$ cat config.mk
export PLATFORM = sky130hd
export DESIGN_NAME = id_ex_alu_ctrl
export DESIGN_NICKNAME = d
export VERILOG_FILES = /design/src/rtl/id_ex_alu_ctrl.sv
export SDC_FILE = /design/constraint.sdc
export NUM_CORES = 1
export LEC_CHECK = 0
export ABC_AREA = 1
export CAP_MARGIN = 40
export CORE_MARGIN = 4
export CORE_UTILIZATION = 25
export CTS_BUF_LIST = sky130_fd_sc_hd__clkbuf_2 sky130_fd_sc_hd__clkbuf_4 sky130_fd_sc_hd__clkbuf_8
export DETAILED_ROUTE_END_ITERATION = 6
export PLACE_DENSITY = 0.64
export SYNTH_ARGS = -nofsm -noshare
export SYNTH_HDL_FRONTEND = slang
export SYNTH_SLANG_ARGS = --single-unit
$ cat constraint.sdc
create_clock -name clk -period 1.1 [get_ports clk]
set_clock_uncertainty 0.05 [all_clocks]
set_input_delay 0.11 -clock clk [delete_from_list [all_inputs] [get_ports clk]]
set_output_delay 0.11 -clock clk [all_outputs]
set_load 0.005 [all_outputs]
$ cat src/rtl/id_ex_alu_ctrl.sv
// ID/EX pipeline register with ALU slice-control decode, stall hold and flush bubble.
// Optional IDEX_PERF_CNT_EN adds stall_cnt / flush_cnt performance counters.
module id_ex_alu_ctrl #(
   parameter int DATA_W = 32,
   parameter int REG_AW = 5
) (
   input  logic              clk,
   input  logic              rst,
   input  logic              stall,
   input  logic              flush,
   input  logic              id_valid,
   input  logic [DATA_W-1:0] id_rs_data,
   input  logic [DATA_W-1:0] id_rt_data,
   input  logic [DATA_W-1:0] id_imm,
   input  logic [REG_AW-1:0] id_rt,
   input  logic [REG_AW-1:0] id_rd,
   input  logic [1:0]        id_alu_op,
   input  logic [5:0]        id_funct,
   input  logic              id_alu_src,
   input  logic              id_reg_dst,
   input  logic              id_reg_write,
   input  logic              id_mem_read,
   input  logic              id_mem_write,
   input  logic              id_mem_to_reg,
   output logic              ex_valid,
   output logic [DATA_W-1:0] ex_a,
   output logic [DATA_W-1:0] ex_b,
   output logic [DATA_W-1:0] ex_rt_data,
   output logic [REG_AW-1:0] ex_dst,
   output logic [2:0]        ex_sel,
   output logic              ex_inv,
   output logic              ex_cin,
   output logic              ex_slt,
   output logic              ex_illegal,
   output logic              ex_reg_write,
   output logic              ex_mem_read,
   output logic              ex_mem_write,
   output logic              ex_mem_to_reg
`ifdef IDEX_PERF_CNT_EN
   ,
   output logic [31:0]       stall_cnt,
   output logic [31:0]       flush_cnt
`endif
);

   localparam logic [2:0] SEL_AND = 3'b000;
   localparam logic [2:0] SEL_OR  = 3'b001;
   localparam logic [2:0] SEL_ADD = 3'b010;
   localparam logic [2:0] SEL_SUB = 3'b110;

   typedef struct packed {
      logic              valid;
      logic [DATA_W-1:0] a;
      logic [DATA_W-1:0] b;
      logic [DATA_W-1:0] rt_data;
      logic [REG_AW-1:0] dst;
      logic [2:0]        sel;
      logic              inv;
      logic              slt;
      logic              illegal;
      logic              reg_write;
      logic              mem_read;
      logic              mem_write;
      logic              mem_to_reg;
   } ex_t;

   ex_t q;
   ex_t d;

   logic [2:0] dec_sel;
   logic       dec_inv;
   logic       dec_slt;
   logic       dec_ill;

   always_comb begin
      dec_sel = SEL_ADD;
      dec_inv = 1'b0;
      dec_slt = 1'b0;
      dec_ill = 1'b0;
      unique case (id_alu_op)
         2'b00: dec_sel = SEL_ADD;
         2'b01: begin
            dec_sel = SEL_SUB;
            dec_inv = 1'b1;
         end
         2'b10: begin
            unique case (id_funct)
               6'h20: dec_sel = SEL_ADD;
               6'h22: begin
                  dec_sel = SEL_SUB;
                  dec_inv = 1'b1;
               end
               6'h24: dec_sel = SEL_AND;
               6'h25: dec_sel = SEL_OR;
               6'h2a: begin
                  dec_sel = SEL_SUB;
                  dec_inv = 1'b1;
                  dec_slt = 1'b1;
               end
               default: dec_ill = 1'b1;
            endcase
         end
         default: dec_ill = 1'b1;
      endcase
   end

   // an undecodable op still occupies EX but must not touch state
   always_comb begin
      d            = '0;
      d.valid      = 1'b1;
      d.a          = id_rs_data;
      d.b          = id_alu_src ? id_imm : id_rt_data;
      d.rt_data    = id_rt_data;
      d.dst        = id_reg_dst ? id_rd : id_rt;
      d.sel        = dec_sel;
      d.inv        = dec_inv;
      d.slt        = dec_slt;
      d.illegal    = dec_ill;
      d.reg_write  = id_reg_write & ~dec_ill;
      d.mem_read   = id_mem_read & ~dec_ill;
      d.mem_write  = id_mem_write & ~dec_ill;
      d.mem_to_reg = id_mem_to_reg;
   end

   always_ff @(posedge clk) begin
      if (rst) begin
         q <= '0;
      end else if (flush) begin
         q <= '0;
      end else if (!stall) begin
         q <= id_valid ? d : '0;
      end
   end

   assign ex_valid      = q.valid;
   assign ex_a          = q.a;
   assign ex_b          = q.b;
   assign ex_rt_data    = q.rt_data;
   assign ex_dst        = q.dst;
   assign ex_sel        = q.sel;
   assign ex_inv        = q.inv;
   assign ex_cin        = q.inv;
   assign ex_slt        = q.slt;
   assign ex_illegal    = q.illegal;
   assign ex_reg_write  = q.reg_write;
   assign ex_mem_read   = q.mem_read;
   assign ex_mem_write  = q.mem_write;
   assign ex_mem_to_reg = q.mem_to_reg;

`ifdef IDEX_PERF_CNT_EN
   logic stall_hit;
   logic flush_hit;

   assign stall_hit = stall & ~flush;
   assign flush_hit = flush | (~stall & ~id_valid);

   always_ff @(posedge clk) begin
      if (rst) begin
         stall_cnt <= '0;
         flush_cnt <= '0;
      end else begin
         if (stall_hit) stall_cnt <= stall_cnt + 32'd1;
         if (flush_hit) flush_cnt <= flush_cnt + 32'd1;
      end
   end
`endif

endmodule

==> reports/results.txt <==
Total wire length: 15590 um
CTS Buf Count: 9
GRT Util Overall: 14.92%
Synthesized instance count: 603
Antenna cell count: 0
CP Launch Type: input port
Ys Warns: 0
I/O pins: 238
CTS tree: built
Max transition margin: 65.69%
Die Y: 140.9 um
Register area share after synthesis: 50.81%
Fin crit share: 96.93%
Detailed Place HPWL: 10700 um
Hold Buf Count CTS: 0
Antenna violations before repair: 0
Setup ws final: 0.03374 ns
Row cnt: 48
Footprint of the multi-input gates: 1912 um2
GP Congestion: 0.7747
Clock sinks: 112
Post-synthesis register bit count: 112
Crit. End Element: register
Max-Cap Viols: 0
H-tree Lvls: 3
PwrDens: 1130 nW/um2
First-pass GRT wire length: 23890 um
FMAX: 937.9 MHz
Crit. Startpoint: id_alu_op[0]
Post-route DRC: 0
Die ar.: 19840 um2
Fin cells: 1066
Mapped Area: 4413 um2
Wire length per cell: 14.63 um
Initial DRT Pass Iterations: 4
Fillers: 1874
Worst-margin pin slew: 0.5147 ns
Final hold viol count: 0
Max IR drop VDD: 651.7 uV
Clk_lat worst skew: 0.37 ns
Pre-CTS WS: -0.3702 ns
Grt total ovfl: 0
Placed Instances: 1040
Largest net degree at the start of global routing: 113
Crit path DAT: 1.32 ns
CTS max path bufs: 2
Final setup viols: 0
Required time of the worst setup path: 1.35 ns
Vias in the first global route: 4589
Critical path peak fanout: 2
Core ar.: 17300 um2
Post-layout util: 40.51%
Worst-path clk slew: 0.10 ns
Crit path kind: in2reg
Layout area overhead: 58.78%
Layout cells sized above 1: 34.24%
Hold path startpoint: id_rs_data[22]
Via density per instance: 4.446
Min cycle time layout: 1.066 ns
Routed vias: 4739
Nets@finish: 965
Post-route ant nets: 0
Final hold slack: 0.2253 ns
Avg Inst Size Synth: 7.318 um2
Sequential cell area: 2380 um2
Status: complete, no violations
Worst hold-check path type: in2reg
Worst r2r src: ex_b[7]$_SDFFE_PP0N_
Synth unique cells: 21
Syn Nets: 731
I/O Buffers: 237
Static leakage: 2.939 nW
Number of DRC markers in iteration 0: 262
CTS root buf: clkbuf_8
Starting Density: 25.51%
Total chip power: 7.918 mW
Max Slew Vio Count: 0
Chip Width: 140.9 um
==> worst max-delay path, cell delays in order <==
cell             delay [ns]
clkdlybuf4s50_1        0.48
inv_1                  0.06
ha_1                   0.29
inv_1                  0.05
nor2_2                 0.10
nand2_1                0.10
a21oi_1                0.13
==> cells in the final DEF (no fill, tap or decap), types with 2 or more instances in the layout <==
cell and n:
nand2_1 186, clkbuf_8 10, inv_1 11, clkbuf_4 2, dfxtp_1 2, dfxtp_2 110
nand3_1 5, nand3b_1 3, nor2_1 71, ha_1 2, clkbuf_2 10, o21ai_1 11
a21oi_1 111, o21ai_0 27, buf_12 10, nor2_2 10, buf_4 21, clkinv_2 2
clkdlybuf4s50_1 122, buf_2 102
==> power breakdown <==
group	switching (mW)	internal [mW]
logic	0.550	0.677
clock network	1.35	1.15
registers	0.0394	4.15
total	1.94	5.98
==> kinds of logic (layout without fill, tap and decap cells) <==
kind of cell               count (synthesis)  count (layout)  synth area share, %
buffers and inverters                     58             296                6.464
adders and majority gates                  3               3               0.8507
DFF                                      112             112                50.81
and+or+nand+nor                          280             280                24.87
AOI/OAI and AO/OA                        150             150                17.01
==> metal layers <==
| metal | up-vias | GRT usage (%) | part of all wire, % |
|---|---|---|---|
| li1 | 2396 | - | - |
| met1 | 2140 | 17.84 | 41 |
| met2 | 188 | 24.72 | 46 |
| met3 | 15 | 6.208 | 11 |
| met4 | 0 | 4.080 | 1.3 |
| met5 | - | 0 | 0 |
==> final timing paths <==
path / end / slack, ns / cells past startpoint
max: ex_cin$_SDFFE_PP0N_ / 0.03 / 7
min: ex_a[22]$_SDFFE_PP0N_ / 0.23 / 3
max reg2reg: ex_b[7]$_SDFFE_PP0N_ / 0.26 / 4
min reg2reg: ex_a[6]$_SDFFE_PP0N_ / 0.41 / 2
==> timing repair <==
action	in CTS	in global routing
endpoints found under the setup margin	113	27
buffers inserted	7	4
resized for setup	537	27
pin swaps	0	3
cloned	0	1
==> through the flow <==
step | TNS (ns) | cell area (um2)
after floorplan | 0 | 4413
after global placement | -30.53 | 7107
after detailed placement | -31.98 | 7107
after CTS | -0.02890 | 7030
after global routing | -0.07049 | 7007
final | 0 | 7007
==> final cells by class <==
class / instances / share of cell area [%]
clock buffers: 12 / 2.179
repair buffers: 268 / 31.23
inverters: 13 / 0.7143
flip-flops and latches: 112 / 33.96
multi-input cells: 433 / 27.29
clock inverters: 3 / 0.6071
well taps: 225 / 4.018
==> synth_stat cells, drive strengths merged <==
| master | n | area share [%] |
|---|---|---|
| nand2 | 188 | 16 |
| a21oi | 112 | 13 |
| dfxtp | 112 | 51 |
| nor2 | 81 | 7.3 |
| o21ai | 38 | 4.3 |
| buf | 35 | 4.5 |
| inv | 12 | 1.0 |
| clkbuf | 10 | 0.88 |
| nand3 | 6 | 0.68 |
| ha | 3 | 0.85 |
| nand3b | 3 | 0.51 |
| clkinv | 1 | 0.11 |
| nand4 | 1 | 0.14 |
| or2 | 1 | 0.14 |
Power figures use the tool's default switching activity.
==> variant 1 (same settings) <==
Add a define of `IDEX_PERF_CNT_EN`.
--- a/src/rtl/id_ex_alu_ctrl.sv
+++ b/src/rtl/id_ex_alu_ctrl.sv
@@ -1,5 +1,7 @@
 // ID/EX pipeline register with ALU slice-control decode, stall hold and flush bubble.
 // Optional IDEX_PERF_CNT_EN adds stall_cnt / flush_cnt performance counters.
+`define IDEX_PERF_CNT_EN
+
 module id_ex_alu_ctrl #(
    parameter int DATA_W = 32,
    parameter int REG_AW = 5
Formal check against the unedited RTL (old outputs only; new: flush_cnt and stall_cnt): equivalent (equiv_simple and equiv_induct, registers matched by name and starting in step).
==> variant 1 against the unedited design <==
Power up 60%. Sequential share of layout area down 8.6 points. Clock power up 80%. Setup slack worse by 0.53 ns. Final area up 110%. The flow now finishes with violations (negative setup slack). Largest power group unchanged. First-iteration DRC count up 43%. Sequential power up 54%. Sequential cell count up 63. Routed wire length up 99%. Area after synthesis up 75%.
==> variant 1: results (changes against the unedited design) <==
GRT
  – Largest net degree at the start of global routing: 78 (-31%)
  – Initial antenna violation count: 2 (+2)
  – First-pass GRT wire length: 47800 um (+100%)
  – Tot GR Track Use: 0.175 (+0.0262)

Power and ir drop
  – Clock power share: 0.356 (+0.040)
  – Combinational Power Share: 0.133 (-0.022)
  – Internal: 9.26 mW (+55%)
  – Leak: 6.20 nW (+110%)
  – Worst VDD drop: 0.859 mV (+32%)

Cells and area
  – Non-clk buf share: 0.370 (+0.0579)
  – #MultiIn Comb: 831 (+92%)
  – Layout cell share with drive strength beyond 1: 0.479 (+0.136)
  – Fraction of area in multi-input gates: 0.297 (+0.0244)
  – Number of diodes: 2 (+2)
  – Repair and plain buffers: 567 (+110%)
  – Nets: 1798 (+86%)
  – Fraction of area in registers: 0.254 (-0.0856)
  – Area of the multi-input gates: 0.00444 mm2 (+130%)

Clock tree
  – CTS sink cnt: 175 (+56%)
  – Setup bufs post-CTS: 93 (+86)
  – Total CTS buffers: 17 (+8)
  – Worst skew pair latency: 0.48 ns (+0.11 ns)
  – Post-CTS Hold Buffers: 1 (+1)

STA
  – Setup_tns: -26.72 ns (-26.72 ns)
  – Slew headroom: 0.729 (+0.0720)
  – Min Hold Slack: 0.109 ns (-0.116 ns)
  – Final setup fails: 126 (+126)
  – Setup ws final: -0.493 ns (-0.527 ns)

Yosys
  – Post-synthesis adder-cell area fraction: 0.00810 (-0.000410)
  – Post-synth top cells: 314 x nand2_1, 184 x nor2_1, 175 x dfxtp_1, 148 x a21oi_1, 73 x inv_1
  – Xor and xnor area share after synthesis: 0.00453 (+0.00453)
  – Synth area leaders: dfxtp_1 45%, nand2_1 15%, a21oi_1 9.6%
  – Fraction of the mapped netlist area in compound gates: 0.149 (-0.0215)
  – Seq/Total Area, Yosys: 0.453 (-0.0547)
  – Unique masters post-synth: 32 (+52%)
  – Post-Syn Instances: 1137 (+89%)

Worst hold path
  – Hold Path Sink: ex_a[14]$_SDFFE_PP0N_

Drt
  – Vias: 9369 (+98%)
  – TritonRoute pass-1 iters: 5 (+1)
  – Drt total wl: 31000 um (+99%)
  – Vias/cell: 4.51 (+1.4%)

Critical path
  – CP max-delay cell: dfxtp_4
  – Family with the most delay on the worst path: simple AND/OR/NAND/NOR gates
  – RR Startpoint: flush_cnt[1]$_SDFFE_PP0P_
  – FF-to-FF End: flush_cnt[18]$_SDFFE_PP0P_
  – Slowest cell delay on critical path: 0.35 ns (-0.13 ns)
  – Worst EP arrival: 1.92 ns (+0.60 ns)
  – R2R depth: 10 (+6)

Placed design
  – IO buf count: 301 (+27%)
  – DP Wirelength: 21800 um (+100%)
  – Routability cong.: 0.849 (+9.6%)
  – Placed Cells: 1952 (+88%)
  – Dpl cell area: 0.0128 mm2 (+80%)

Status
  – Failing checks: negative setup slack
  – Status: complete, but fails checks
==> variant 1: worst max path at each step <==
stage / start / to / slack [ns] / cells after the start
global placement: id_valid / flush_cnt[27]$_SDFFE_PP0P_ / -0.63 / 8
CTS: flush_cnt[1]$_SDFFE_PP0P_ / flush_cnt[20]$_SDFFE_PP0P_ / -0.41 / 10
floorplan: flush_cnt[1]$_SDFFE_PP0P_ / flush_cnt[16]$_SDFFE_PP0P_ / -0.30 / 10
detailed placement: id_valid / flush_cnt[27]$_SDFFE_PP0P_ / -0.68 / 8
finish: flush_cnt[1]$_SDFFE_PP0P_ / flush_cnt[18]$_SDFFE_PP0P_ / -0.49 / 10
global route: flush_cnt[1]$_SDFFE_PP0P_ / flush_cnt[18]$_SDFFE_PP0P_ / -0.55 / 10
==> variant 1: layer usage <==
layer	GRT usage	vias to the layer above	share of wire
met1	0.199	4354	0.39
met2	0.307	259	0.51
met5	0	-	0.00065
li1	-	4732	-
met4	0.0473	2	0.011
met3	0.0698	22	0.088
==> variant 2 (config.mk and constraints unchanged) <==
Made on the original files. `REG_AW`: 5 -> 6.
--- a/src/rtl/id_ex_alu_ctrl.sv
+++ b/src/rtl/id_ex_alu_ctrl.sv
@@ -2,7 +2,7 @@
 // Optional IDEX_PERF_CNT_EN adds stall_cnt / flush_cnt performance counters.
 module id_ex_alu_ctrl #(
    parameter int DATA_W = 32,
-   parameter int REG_AW = 5
+   parameter int REG_AW = 6
 ) (
    input  logic              clk,
    input  logic              rst,
Interface: changed (resized ex_dst, id_rd and id_rt); port bits go from 238 to 241. No check against the original RTL was run, so the function may have changed too.
==> variant 2 against the unedited design <==
Die area rose by 2.3%. Fmax rose by 2.3%. Final area rose by 6.7%. Sequential power is 1% higher. Critical path depth shrank 6. Routed wire length increased by 4.9%. Power rose by 19%. Sequential cell count up 1. Setup slack improved by 0.024 ns. Final cell count grew 3.8%. First-iteration DRC count is 19% lower. Area after synthesis up 2.4%. Critical endpoint is now ex_inv. Largest cell class is now buffers.
==> variant 2: results (changes against the unedited design) <==
Status
  – Status: completed

Critical path
  – FF-to-FF End: ex_b[2]$_SDFFE_PP0N_
  – Max Fanout on Critical Path: 3 (+1)
  – RR Startpoint: ex_b[2]$_SDFFE_PP0N_
  – Family with the most delay on the worst path: flip-flops
  – Crit path to: ex_inv
  – Worst setup startpoint: ex_cin$_SDFFE_PP0N_
  – R2R depth: 3 (-1)
  – R2R setup slack: 0.37 ns (+0.11 ns)

Worst hold path
  – Hold Crit Depth: 5 (+2)
  – Hold Path Sink: ex_valid$_SDFFE_PP0N_

Cells and area
  – Nets: 998 (+3.4%)
  – Clock buf/inv share: 0.0521 (+0.0242)
  – Fillers: 1851 (-1.2%)
  – Fraction of area in multi-input gates: 0.258 (-0.0144)
  – Final Util: 0.426 (+0.0211)

STA
  – Min Hold Slack: 0.109 ns (-0.116 ns)
  – Setup ws final: 0.0582 ns (+0.0244 ns)

Yosys
  – Post-Syn Instances: 609 (+1.0%)
  – Seq/Total Area, Yosys: 0.500 (-0.00767)
  – Post-Syn Nets: 739 (+1.1%)
  – Unique masters post-synth: 19 (-9.5%)
  – Post-synthesis adder-cell area fraction: 0.00830 (-0.000202)
  – Fraction of the mapped netlist area in compound gates: 0.175 (+0.00481)

Placed design
  – DP Wirelength: 11900 um (+11%)
  – Placed Cells: 1063 (+2.2%)
  – Routability cong.: 0.821 (+6.0%)
  – IO buf count: 240 (+1.3%)

Clock tree
  – H-tree depth: 4 (+1)
  – Worst skew pair latency: 0.43 ns (+0.06 ns)
  – Clock slew at reported path FFs: 0.06 ns (-0.04 ns)
  – Setup bufs post-CTS: 11 (+4)
  – Post-CTS sizing: 560 (+4.3%)

Drt
  – Vias: 4829 (+1.9%)
  – Drt total wl: 16400 um (+4.9%)

GRT
  – Vias in the first global route: 4713 (+2.7%)
  – First-pass GRT wire length: 25400 um (+6.4%)
  – Tot GR Track Use: 0.159 (+0.0101)

Die
  – DIE AREA: 0.0203 mm2 (+2.3%)
[variant 2: changes by cell type after synthesis, moves of 2 or more]
| cell | unedited run | this run |
|---|---|---|
| nor2_1 | 73 | 83 |
| o21ai_0 | 29 | 39 |
| buf_2 | 31 | 22 |
| o21ai_1 | 9 | 0 |
| a21oi_2 | 0 | 8 |
| buf_6 | 3 | 11 |
| nor2_2 | 8 | 0 |
| a21oi_1 | 112 | 105 |
| clkbuf_1 | 9 | 11 |
[variant 2: routing by layer]
| metal | track usage | routed length, um | vias to the layer above |
|---|---|---|---|
| met2 | 0.263 | 7840 | 163 |
| met1 | 0.187 | 6660 | 2173 |
| met5 | 0 | 0 | - |
| met4 | 0.0520 | 275 | 0 |
| li1 | - | - | 2475 |
| met3 | 0.0669 | 1580 | 18 |
[variant 2: power by group]
part | internal, mW | switching, mW
clock network | 2.16 | 1.75
registers | 4.19 | 0.0418
logic | 0.725 | 0.561
